==> config.mk <==
export PLATFORM = sky130hd
export DESIGN_NAME = xbar_aw_route_tracker
export DESIGN_NICKNAME = d
export VERILOG_FILES = /design/src/rtl/xbar_aw_route_tracker.sv
export SDC_FILE = /design/constraint.sdc
export NUM_CORES = 1
export LEC_CHECK = 0
export BUFFER_PORTS_ARGS = -buffer_cell sky130_fd_sc_hd__buf_2
export CAP_MARGIN = 25
export CORE_ASPECT_RATIO = 0.7
export CORE_UTILIZATION = 55
export DETAILED_ROUTE_END_ITERATION = 8
export GPL_TIMING_DRIVEN = 0
export PLACE_DENSITY_LB_ADDON = 0.12
export SLEW_MARGIN = 20
export SYNTH_ARGS = -nofsm -noshare
export SYNTH_HDL_FRONTEND = slang
export SYNTH_SLANG_ARGS = --single-unit
==> constraint.sdc <==
create_clock -name clk_i -period 12.21 [get_ports clk_i]
set_input_delay 0.6105 -clock clk_i [delete_from_list [all_inputs] [get_ports clk_i]]
set_output_delay 0.6105 -clock clk_i [all_outputs]
set_load 0.005 [all_outputs]
==> src/rtl/xbar_aw_route_tracker.sv <==
// Per-master AW routing stage: decodes the destination, holds one AW in a register slot and
// tracks outstanding writes per ID so same-ID writes never split across destinations.
module xbar_aw_route_tracker #(
    parameter int unsigned       NUM_SLV     = 4,
    parameter int unsigned       ADDR_W      = 32,
    parameter int unsigned       ID_W        = 4,
    parameter int unsigned       MAX_TRANS   = 8,
    parameter logic [ADDR_W-1:0] BASE_ADDR   = 32'h2000_0000,
    parameter logic [ADDR_W-1:0] REGION_SIZE = 32'h1000_0000,
    localparam int unsigned      SEL_W       = $clog2(NUM_SLV + 1),
    localparam int unsigned      CNT_W       = $clog2(MAX_TRANS + 1)
) (
    input  logic              clk_i,
    input  logic              rst_i,
    input  logic              slv_aw_valid_i,
    output logic              slv_aw_ready_o,
    input  logic [ADDR_W-1:0] slv_aw_addr_i,
    input  logic [ID_W-1:0]   slv_aw_id_i,
    output logic              mst_aw_valid_o,
    input  logic              mst_aw_ready_i,
    output logic [ADDR_W-1:0] mst_aw_addr_o,
    output logic [ID_W-1:0]   mst_aw_id_o,
    output logic [SEL_W-1:0]  mst_aw_sel_o,
    output logic              mst_aw_decerr_o,
    input  logic              b_valid_i,
    input  logic              b_ready_i,
    input  logic [ID_W-1:0]   b_id_i,
    output logic [CNT_W-1:0]  outstanding_o,
    output logic              b_orphan_o
);

    localparam int unsigned      EXT_W        = ADDR_W + 1;
    localparam int unsigned      NUM_IDS      = 2 ** ID_W;
    localparam int unsigned      REGION_SHIFT = $clog2(REGION_SIZE);
    localparam logic [EXT_W-1:0] BaseExt      = {1'b0, BASE_ADDR};
    localparam logic [EXT_W-1:0] EndExt       = BaseExt + EXT_W'(NUM_SLV) * {1'b0, REGION_SIZE};
    localparam logic [SEL_W-1:0] ErrSel       = SEL_W'(NUM_SLV);
    localparam logic [CNT_W-1:0] MaxCnt       = CNT_W'(MAX_TRANS);

    // Address decode, one bit wider than the address so the region end cannot wrap.
    logic [EXT_W-1:0] addr_ext;
    logic [EXT_W-1:0] offset;
    logic             hit;
    logic [SEL_W-1:0] dec_sel;

    always_comb begin
        addr_ext = {1'b0, slv_aw_addr_i};
        hit      = (addr_ext >= BaseExt) && (addr_ext < EndExt);
        offset   = addr_ext - BaseExt;
        dec_sel  = hit ? SEL_W'(offset >> REGION_SHIFT) : ErrSel;
    end

    logic              slot_valid_q;
    logic [ADDR_W-1:0] slot_addr_q;
    logic [ID_W-1:0]   slot_id_q;
    logic [SEL_W-1:0]  slot_sel_q;
    logic              slot_decerr_q;

    logic [CNT_W-1:0]  id_cnt_q  [NUM_IDS];
    logic [CNT_W-1:0]  id_cnt_d  [NUM_IDS];
    logic [SEL_W-1:0]  id_dest_q [NUM_IDS];
    logic [SEL_W-1:0]  id_dest_d [NUM_IDS];
    logic [CNT_W-1:0]  total_q;
    logic [CNT_W-1:0]  total_d;
    logic              orphan_q;
    logic              orphan_d;

    logic              slot_free;
    logic [CNT_W-1:0]  cur_cnt;
    logic              id_ok;
    logic              aw_ready;
    logic              accept;
    logic              b_fire;
    logic              retire;
    logic [NUM_IDS-1:0] inc_vec;
    logic [NUM_IDS-1:0] dec_vec;

    always_comb begin
        slot_free = !slot_valid_q || mst_aw_ready_i;
        cur_cnt   = id_cnt_q[slv_aw_id_i];
        id_ok     = (cur_cnt == '0) ||
                    ((id_dest_q[slv_aw_id_i] == dec_sel) && (cur_cnt < MaxCnt));
        // Gated by reset so every output reads 0 while reset is held.
        aw_ready  = !rst_i && slot_free && (total_q < MaxCnt) && id_ok;
        accept    = slv_aw_valid_i && aw_ready;
        b_fire    = b_valid_i && b_ready_i;
        retire    = b_fire && (id_cnt_q[b_id_i] != '0);
        orphan_d  = b_fire && !retire;
        inc_vec   = NUM_IDS'(accept) << slv_aw_id_i;
        dec_vec   = NUM_IDS'(retire) << b_id_i;
    end

    // Same-ID accept and retire cancel; the destination still follows the new accept.
    always_comb begin
        id_cnt_d  = id_cnt_q;
        id_dest_d = id_dest_q;
        for (int i = 0; i < NUM_IDS; i++) begin
            if (inc_vec[i] && !dec_vec[i] && (id_cnt_q[i] != MaxCnt)) begin
                id_cnt_d[i] = id_cnt_q[i] + 1'b1;
            end else if (dec_vec[i] && !inc_vec[i]) begin
                id_cnt_d[i] = id_cnt_q[i] - 1'b1;
            end
            if (inc_vec[i]) begin
                id_dest_d[i] = dec_sel;
            end
        end
    end

    always_comb begin
        total_d = total_q;
        if (accept && !retire && (total_q != MaxCnt)) begin
            total_d = total_q + 1'b1;
        end else if (retire && !accept && (total_q != '0)) begin
            total_d = total_q - 1'b1;
        end
    end

    always_ff @(posedge clk_i or posedge rst_i) begin
        if (rst_i) begin
            slot_valid_q  <= 1'b0;
            slot_addr_q   <= '0;
            slot_id_q     <= '0;
            slot_sel_q    <= '0;
            slot_decerr_q <= 1'b0;
            total_q       <= '0;
            orphan_q      <= 1'b0;
            for (int i = 0; i < NUM_IDS; i++) begin
                id_cnt_q[i]  <= '0;
                id_dest_q[i] <= '0;
            end
        end else begin
            if (slot_free) begin
                slot_valid_q <= accept;
                if (accept) begin
                    slot_addr_q   <= slv_aw_addr_i;
                    slot_id_q     <= slv_aw_id_i;
                    slot_sel_q    <= dec_sel;
                    slot_decerr_q <= !hit;
                end
            end
            total_q   <= total_d;
            orphan_q  <= orphan_d;
            id_cnt_q  <= id_cnt_d;
            id_dest_q <= id_dest_d;
        end
    end

    assign slv_aw_ready_o  = aw_ready;
    assign mst_aw_valid_o  = slot_valid_q;
    assign mst_aw_addr_o   = slot_addr_q;
    assign mst_aw_id_o     = slot_id_q;
    assign mst_aw_sel_o    = slot_sel_q;
    assign mst_aw_decerr_o = slot_decerr_q;
    assign outstanding_o   = total_q;
    assign b_orphan_o      = orphan_q;

endmodule
==> impl_metrics.ini, run 1 <==
[run_status]
status = completed

[synth]
ys.flop_type = dfrtp_1
synth_cells = 755
synthTopCellsByCount = 158 x dfrtp_1, 112 x mux2_2, 41 x nand2_1
synth_area_leaders = dfrtp_1 42%, mux2_2 14%, mux4_2 4.6%, ha_1 4.6%, fa_1 3.6%
yosysSeqAreaShare_pct = 42.38
synth-async-reset-ratio_pct = 100.0
synth_warnings = 0
yosysTopAreaCellShare_pct = 42.38
yosysTopAreaCell = dfrtp_1
synth-edff-count = 0
syn_area_per_cell_um2 = 12.36
yosys_register_bits = 158
syn_area_um2 = 9330
synthMostInstantiatedCell = dfrtp_1
syn-num-nets = 852
ys_types = 65

[critical_path]
ff2ff_setup_slack_ns = 7.54
cp_cell_sequence = buf_4, clkbuf_1, mux4_2, a22oi_1, nand2_1, or2_2, buf_2, a21oi_1, clkbuf_1, clkbuf_1, nand3_1, ha_1, a21o_1, a21oi_1, o21ai_0, a211o_1
crit_required_ns = 12.52
cpPeakStageDelay_ns = 0.53
slowest_stage = clkbuf_1
critPathLaunchType = input port
rr_startpoint = id_cnt_q[28]
arrival_ns = 5.24
critPathKind = input port to flip-flop
worst-r2r-cell-count = 14
cpMostUsedCell = clkbuf_1
r2r-end = id_cnt_q[3]
crit_fanout = 10
end_kind = flip-flop

[pwr]
p_per_area_nw_per_um2 = 211.2
vdd_drop_max_mv = 0.1077
p_leak_nw = 4.764

[global_routing]
antenna_found_initial = 0
grt_first_pass_wirelength_mm = 35.80
grt_max_degree = 83
grt-ovfl-total = 0
grt.total_usage_pct = 26.96
grt_pass1_vias = 6883

[floorplan]
ioPinCount = 93
fp.dieW_um = 157.7
coreArea_um2 = 16440
fp-row-count = 39
start_util_pct = 56.74
die-area_um2 = 17500
die_h_um = 111.0

[final_layout]
regArea_um2 = 3954
multi_input_area_um2 = 5174
drive_gt1_share_pct = 33.79
nets = 963
num-fill-cells = 1261
diodes = 0
area_growth_pct = 14.52

[clocking]
clockBufferDepth = 2
cts_hold_buf = 0
cts_setup_buffers = 0
h-tree-depth = 4
ctsResizeCount = 0
clockRootBuffer = clkbuf_16
cts_buffers = 17
clock_latency_ns = 0.43
cts_tree = yes
path_clk_slew_ns = 0.06
numClockSinks = 158

[place]
place_congestion = 0.8715
io_buffer_count = 89
place_ws_ns = 6.884
hpwl_mm = 16.08

[timing]
min_period_ns = 4.934
post-route-period-util_pct = 40.41
drv_slew = 0
slew_headroom_pct = 27.99
max_freq_ghz = 0.2027
fin_tns_setup_ns = 0
fin_ws_ns = 7.276
tightest_slew_ns = 1.065
setup_viol = 0
finalHoldViolations = 0
skew_ns = 0.009143
grt_setup_unrepaired = false

[route]
drc = 0
final_antenna_net_count = 0
via_per_inst = 6.035
wl_per_cell_um = 19.77
vias = 6663
drtPass1Iterations = 5
routed_wl_mm = 21.83
first_iter_violations = 625

[job]
max_cap_viol_count = 0

[hold_path]
hold_class = input port to asynchronous set/reset pin
-- layer usage --
layer / GRT usage (%) / routed length [µm] / share of wire, % / up-vias
met5: 0 / 0 / 0 / -
met3: 6.450 / 1379 / 6.3 / 37
li1: - / - / - / 3044
met2: 40.82 / 10310 / 47 / 222
met4: 8.673 / 312 / 1.4 / 0
met1: 38.10 / 9830 / 45 / 3360
-- power by group --
part           leakage, nW  total [mW]  internal (mW)  switching [mW]
Clock                0.276       0.528          0.289           0.239
Sequential            2.01       0.898          0.713           0.185
Combinational         2.48       0.830          0.433           0.397
-- cell families (layout without fill, tap and decap cells) --
family	count (synthesis)	in the layout	synth area share, %
xor+xnor	53	53	5.257
simple gates	177	177	9.870
buf+inv	40	164	2.172
compound gates	125	125	11.76
fa+ha+maj	51	51	8.207
mux	151	151	20.36
flops	158	158	42.38
-- critical path, delay by kind of cell --
| family | cells | cell delay [ns] |
|---|---|---|
| multiplexers | 1 | 0.42 |
| buffers and inverters | 5 | 1.87 |
| adder cells (fa/ha/maj) | 1 | 0.35 |
| AND/OR/NAND/NOR | 3 | 0.63 |
| AO/OA/AOI/OAI | 6 | 1.34 |
-- layout make-up --
cell class              instances  share of cell area, %
inverters                      11                 0.4567
clock buffers                  18                  4.016
flip-flops and latches        158                  37.00
clock inverters                14                  1.417
plain buffers                  29                  1.511
multi-input cells             557                  48.42
well taps                     225                  2.635
repair buffers                 92                  4.543
-- state kept, by name (all words and copies together), names as in the netlist --
| signal | cells |
|---|---|
| id_cnt_q | 64 |
| id_dest_q | 48 |
| mst_aw_addr_o | 32 |
| mst_aw_id_o | 4 |
| outstanding_o | 4 |
| mst_aw_sel_o | 3 |
| b_orphan_o | 1 |
| mst_aw_decerr_o | 1 |
| mst_aw_valid_o | 1 |
-- cells in the final DEF (no fill, tap or decap), types with 7 or more instances in the layout --
master,instances
dfrtp_1,158
mux2_2,112
buf_2,99
nand2_1,41
nor2_1,34
ha_1,34
xor2_1,31
a21o_1,30
nor3_1,22
a21oi_1,22
xnor2_1,20
mux4_2,19
fa_1,17
clkbuf_16,17
clkbuf_1,13
nand2b_1,13
mux2i_1,12
inv_1,10
o211ai_1,10
or2_2,9
nor4_1,9
o21ai_0,9
nand3_1,8
a2111oi_4,8
nand4_1,8
mux2_1,8
and3_1,7
a211o_1,7
-- metrics by stage --
stage,util (%),cell area (µm²),std cells,hold slack [ns],power [mW]
floorplan,-,9330,755,0.4739,1.465
global placement,61.16,10060,1069,0.4813,1.663
detailed placement,61.42,10100,1071,0.4896,1.733
CTS,64.95,10680,1103,0.2632,2.269
global route,64.98,10690,1104,0.2854,2.416
finish,64.98,10690,1104,0.2503,2.257
-- worst max-delay path by stage --
stage / cells past startpoint / endpoint / slack, ns / from
detailed placement: 16 / id_cnt_q[3] / 6.88 / slv_aw_id_i[1]
finish: 16 / id_cnt_q[3] / 7.28 / slv_aw_id_i[1]
floorplan: 1 / b_orphan_o / 7.34 / rst_i
global route: 16 / id_cnt_q[3] / 7.05 / slv_aw_id_i[1]
global placement: 2 / id_cnt_q[38] / 5.66 / rst_i
CTS: 16 / id_cnt_q[3] / 7.33 / slv_aw_id_i[1]
No activity file was read; power rests on OpenSTA's default activity.
==> inputs of run 2 (changes only) <==
--- a/config.mk
+++ b/config.mk
@@ -5,10 +5,11 @@
 export SDC_FILE = /design/constraint.sdc
 export NUM_CORES = 1
 export LEC_CHECK = 0
+export ABC_AREA = 1
 export BUFFER_PORTS_ARGS = -buffer_cell sky130_fd_sc_hd__buf_2
 export CAP_MARGIN = 25
 export CORE_ASPECT_RATIO = 0.7
-export CORE_UTILIZATION = 55
+export CORE_UTILIZATION = 54
 export DETAILED_ROUTE_END_ITERATION = 8
 export GPL_TIMING_DRIVEN = 0
 export PLACE_DENSITY_LB_ADDON = 0.12
==> constraint.sdc (replaced) <==
create_clock -name clk_i -period 4.4 [get_ports clk_i]
set_input_delay 0.22 -clock clk_i [delete_from_list [all_inputs] [get_ports clk_i]]
set_output_delay 0.22 -clock clk_i [all_outputs]
set_load 0.005 [all_outputs]
==> impl_metrics.ini, run 2 <==
[run_status]
status = completed

[floorplan]
fp-row-count = 40
start_util_pct = 55.52
coreArea_um2 = 17270
die_h_um = 113.5
fp.dieW_um = 161.3
ioPinCount = 93
die-area_um2 = 18300

[final_layout]
area_growth_pct = 18.17
nets = 1460
largest_reg_flops = 64
mostFrequentLayoutCell = nand2_1
final_cell_mix = 445 x nand2_1, 158 x dfrtp_1, 115 x inv_1, 104 x buf_2, 95 x nand3_1
diodes = 0
largest-register = id_cnt_q
stdcell_area_um2 = 11330
drive_gt1_share_pct = 16.28

[route]
wl_per_cell_um = 15.47
final_antenna_net_count = 0
first_iter_violations = 777
drtPass1Iterations = 7
routed_wl_mm = 24.87
vias = 8610
via_per_inst = 5.358
drc = 0

[place]
io_buffer_count = 88
place_ws_ns = 0.5955
place_area_um2 = 10420
hpwl_mm = 17.78
place_congestion = 0.9006

[timing]
hold_ws_ns = 0.08528
fin_tns_setup_ns = 0
tightest_slew_ns = 0.9074
skew_ns = 0.01423
min_period_ns = 3.723
finalHoldViolations = 0
max_freq_ghz = 0.2686
slew_headroom_pct = 39.50
post-route-period-util_pct = 84.61
drv_slew = 0
grt_setup_unrepaired = false
fin_ws_ns = 0.6772
setup_viol = 0

[synth]
yosysTopAreaCellShare_pct = 41.24
ys_types = 36
synthTopCellsByCount = 445 x nand2_1, 158 x dfrtp_1, 116 x inv_1
syn_area_per_cell_um2 = 7.858
syn-num-nets = 1317
synth_cells = 1220
synth-edff-count = 0
yosysSeqAreaShare_pct = 41.24
synthMostInstantiatedCell = nand2_1
synth-async-reset-ratio_pct = 100.0
ys.flop_type = dfrtp_1
syn_area_um2 = 9587
synth_warnings = 0
yosys_register_bits = 158
synth_area_leaders = dfrtp_1 41%, nand2_1 17%, nand3_1 5.0%, inv_1 4.5%, ha_1 4.4%
yosysTopAreaCell = dfrtp_1

[global_routing]
antenna_found_initial = 0
grt-ovfl-total = 0
grt_pass1_vias = 8097
grt_max_degree = 33
grt_first_pass_wirelength_mm = 41.23
grt.total_usage_pct = 28.77

[clocking]
path_clk_slew_ns = 0.07
clockRootBuffer = clkbuf_16
clock_latency_ns = 0.44
cts_tree = yes
cts_buffers = 17
ctsResizeCount = 0
numClockSinks = 158
h-tree-depth = 4
clockBufferDepth = 2

[critical_path]
ff2ff_setup_slack_ns = 0.68
critPathLaunchType = flip-flop
crit_required_ns = 4.73
end_kind = flip-flop
crit_fanout = 8
critPathKind = flip-flop to flip-flop
arrival_ns = 4.05

[pwr]
vdd_drop_max_mv = 0.3372
power_mw = 6.098
p_leak_nw = 5.909
p_per_area_nw_per_um2 = 538.3

[job]
max_cap_viol_count = 0

[hold_path]
hold_class = input port to flip-flop
==> run 2: cell types whose count changed after synthesis, moves of 22 or more <==
cell	change
inv_1	+105
nand3_1	+87
a21o_1	-30
nand2_1	+404
mux2_2	-112
o21ai_0	+73
nand2_2	+22
==> run 2: final cells by class <==
cell class              instances  area (µm²)
flip-flops and latches        158        3954
multi-input cells             893        4942
well taps                     231       289.0
inverters                     128       486.7
clock inverters                15       172.7
clock buffers                  17       425.4
repair buffers                124       850.8
plain buffers                  41       207.7
fillers                      1473        5938
==> run 2: logic make-up (layout without fill, tap and decap cells) <==
| family | after synthesis | count (layout) | synth area share [%] |
|---|---|---|---|
| AO/OA/AOI/OAI | 141 | 141 | 7.935 |
| flip-flops | 158 | 158 | 41.24 |
| AND/OR/NAND/NOR | 665 | 665 | 32.32 |
| buffers and inverters | 169 | 325 | 7.204 |
| adder cells (fa/ha/maj) | 51 | 51 | 7.988 |
| multiplexers | 1 | 1 | 0.1175 |
| XOR/XNOR | 35 | 35 | 3.198 |
==> run 2: worst max-delay path, stage by stage (launching register included) <==
cell     delay [ns]
dfrtp_1        0.43
nor3_1         0.42
nand2_1        0.10
a21oi_1        0.14
o21ai_0        0.13
nand2_1        0.08
nand2_1        0.06
nand2_1        0.19
nand4_4        0.20
nor2_8         0.25
nand3_2        0.28
a211o_1        0.38
ha_1           0.34
nand2_1        0.07
nand2_1        0.05
a31oi_1        0.20
inv_1          0.06
nand2_1        0.06
nand2_1        0.05
nand2_1        0.06
nand2_1        0.05
==> run 2: per-layer routing <==
layer  GRT usage [%]  routed length, µm  vias to the layer above
met5               0                  0                        -
li1                -                  -                     4236
met1           42.68              11930                     4035
met3           6.909               1878                       31
met4           7.107                368                        0
met2           42.30              10690                      308
==> run 2: what timing repair did <==
item                      in CTS  in global routing
setup buffers                  0                  0
hold endpoints to repair      44                  0
hold buffers                  31                  0
==> run 2: worst paths after layout <==
kind	depth (start not counted)	startpoint	to
max	20	id_cnt_q[32]	id_cnt_q[51]
min	3	slv_aw_addr_i[31]	mst_aw_addr_o[31]
max reg2reg	20	id_cnt_q[32]	id_cnt_q[51]
min reg2reg	2	mst_aw_id_o[0]	mst_aw_id_o[0]
max in group asynchronous	5	rst_i	id_dest_q[11]
min in group asynchronous	3	rst_i	mst_aw_valid_o
==> run 2: power breakdown <==
part	switching [mW]	leakage [nW]	internal (mW)
logic	1.25	3.58	0.977
registers	0.441	2.04	1.95
clock network	0.716	0.289	0.766
==> run 2: metrics by stage <==
step | util [%] | cells
floorplan | - | 1220
global placement | 59.77 | 1539
detailed placement | 60.35 | 1544
CTS | 65.61 | 1607
global route | 65.61 | 1607
finish | 65.61 | 1607
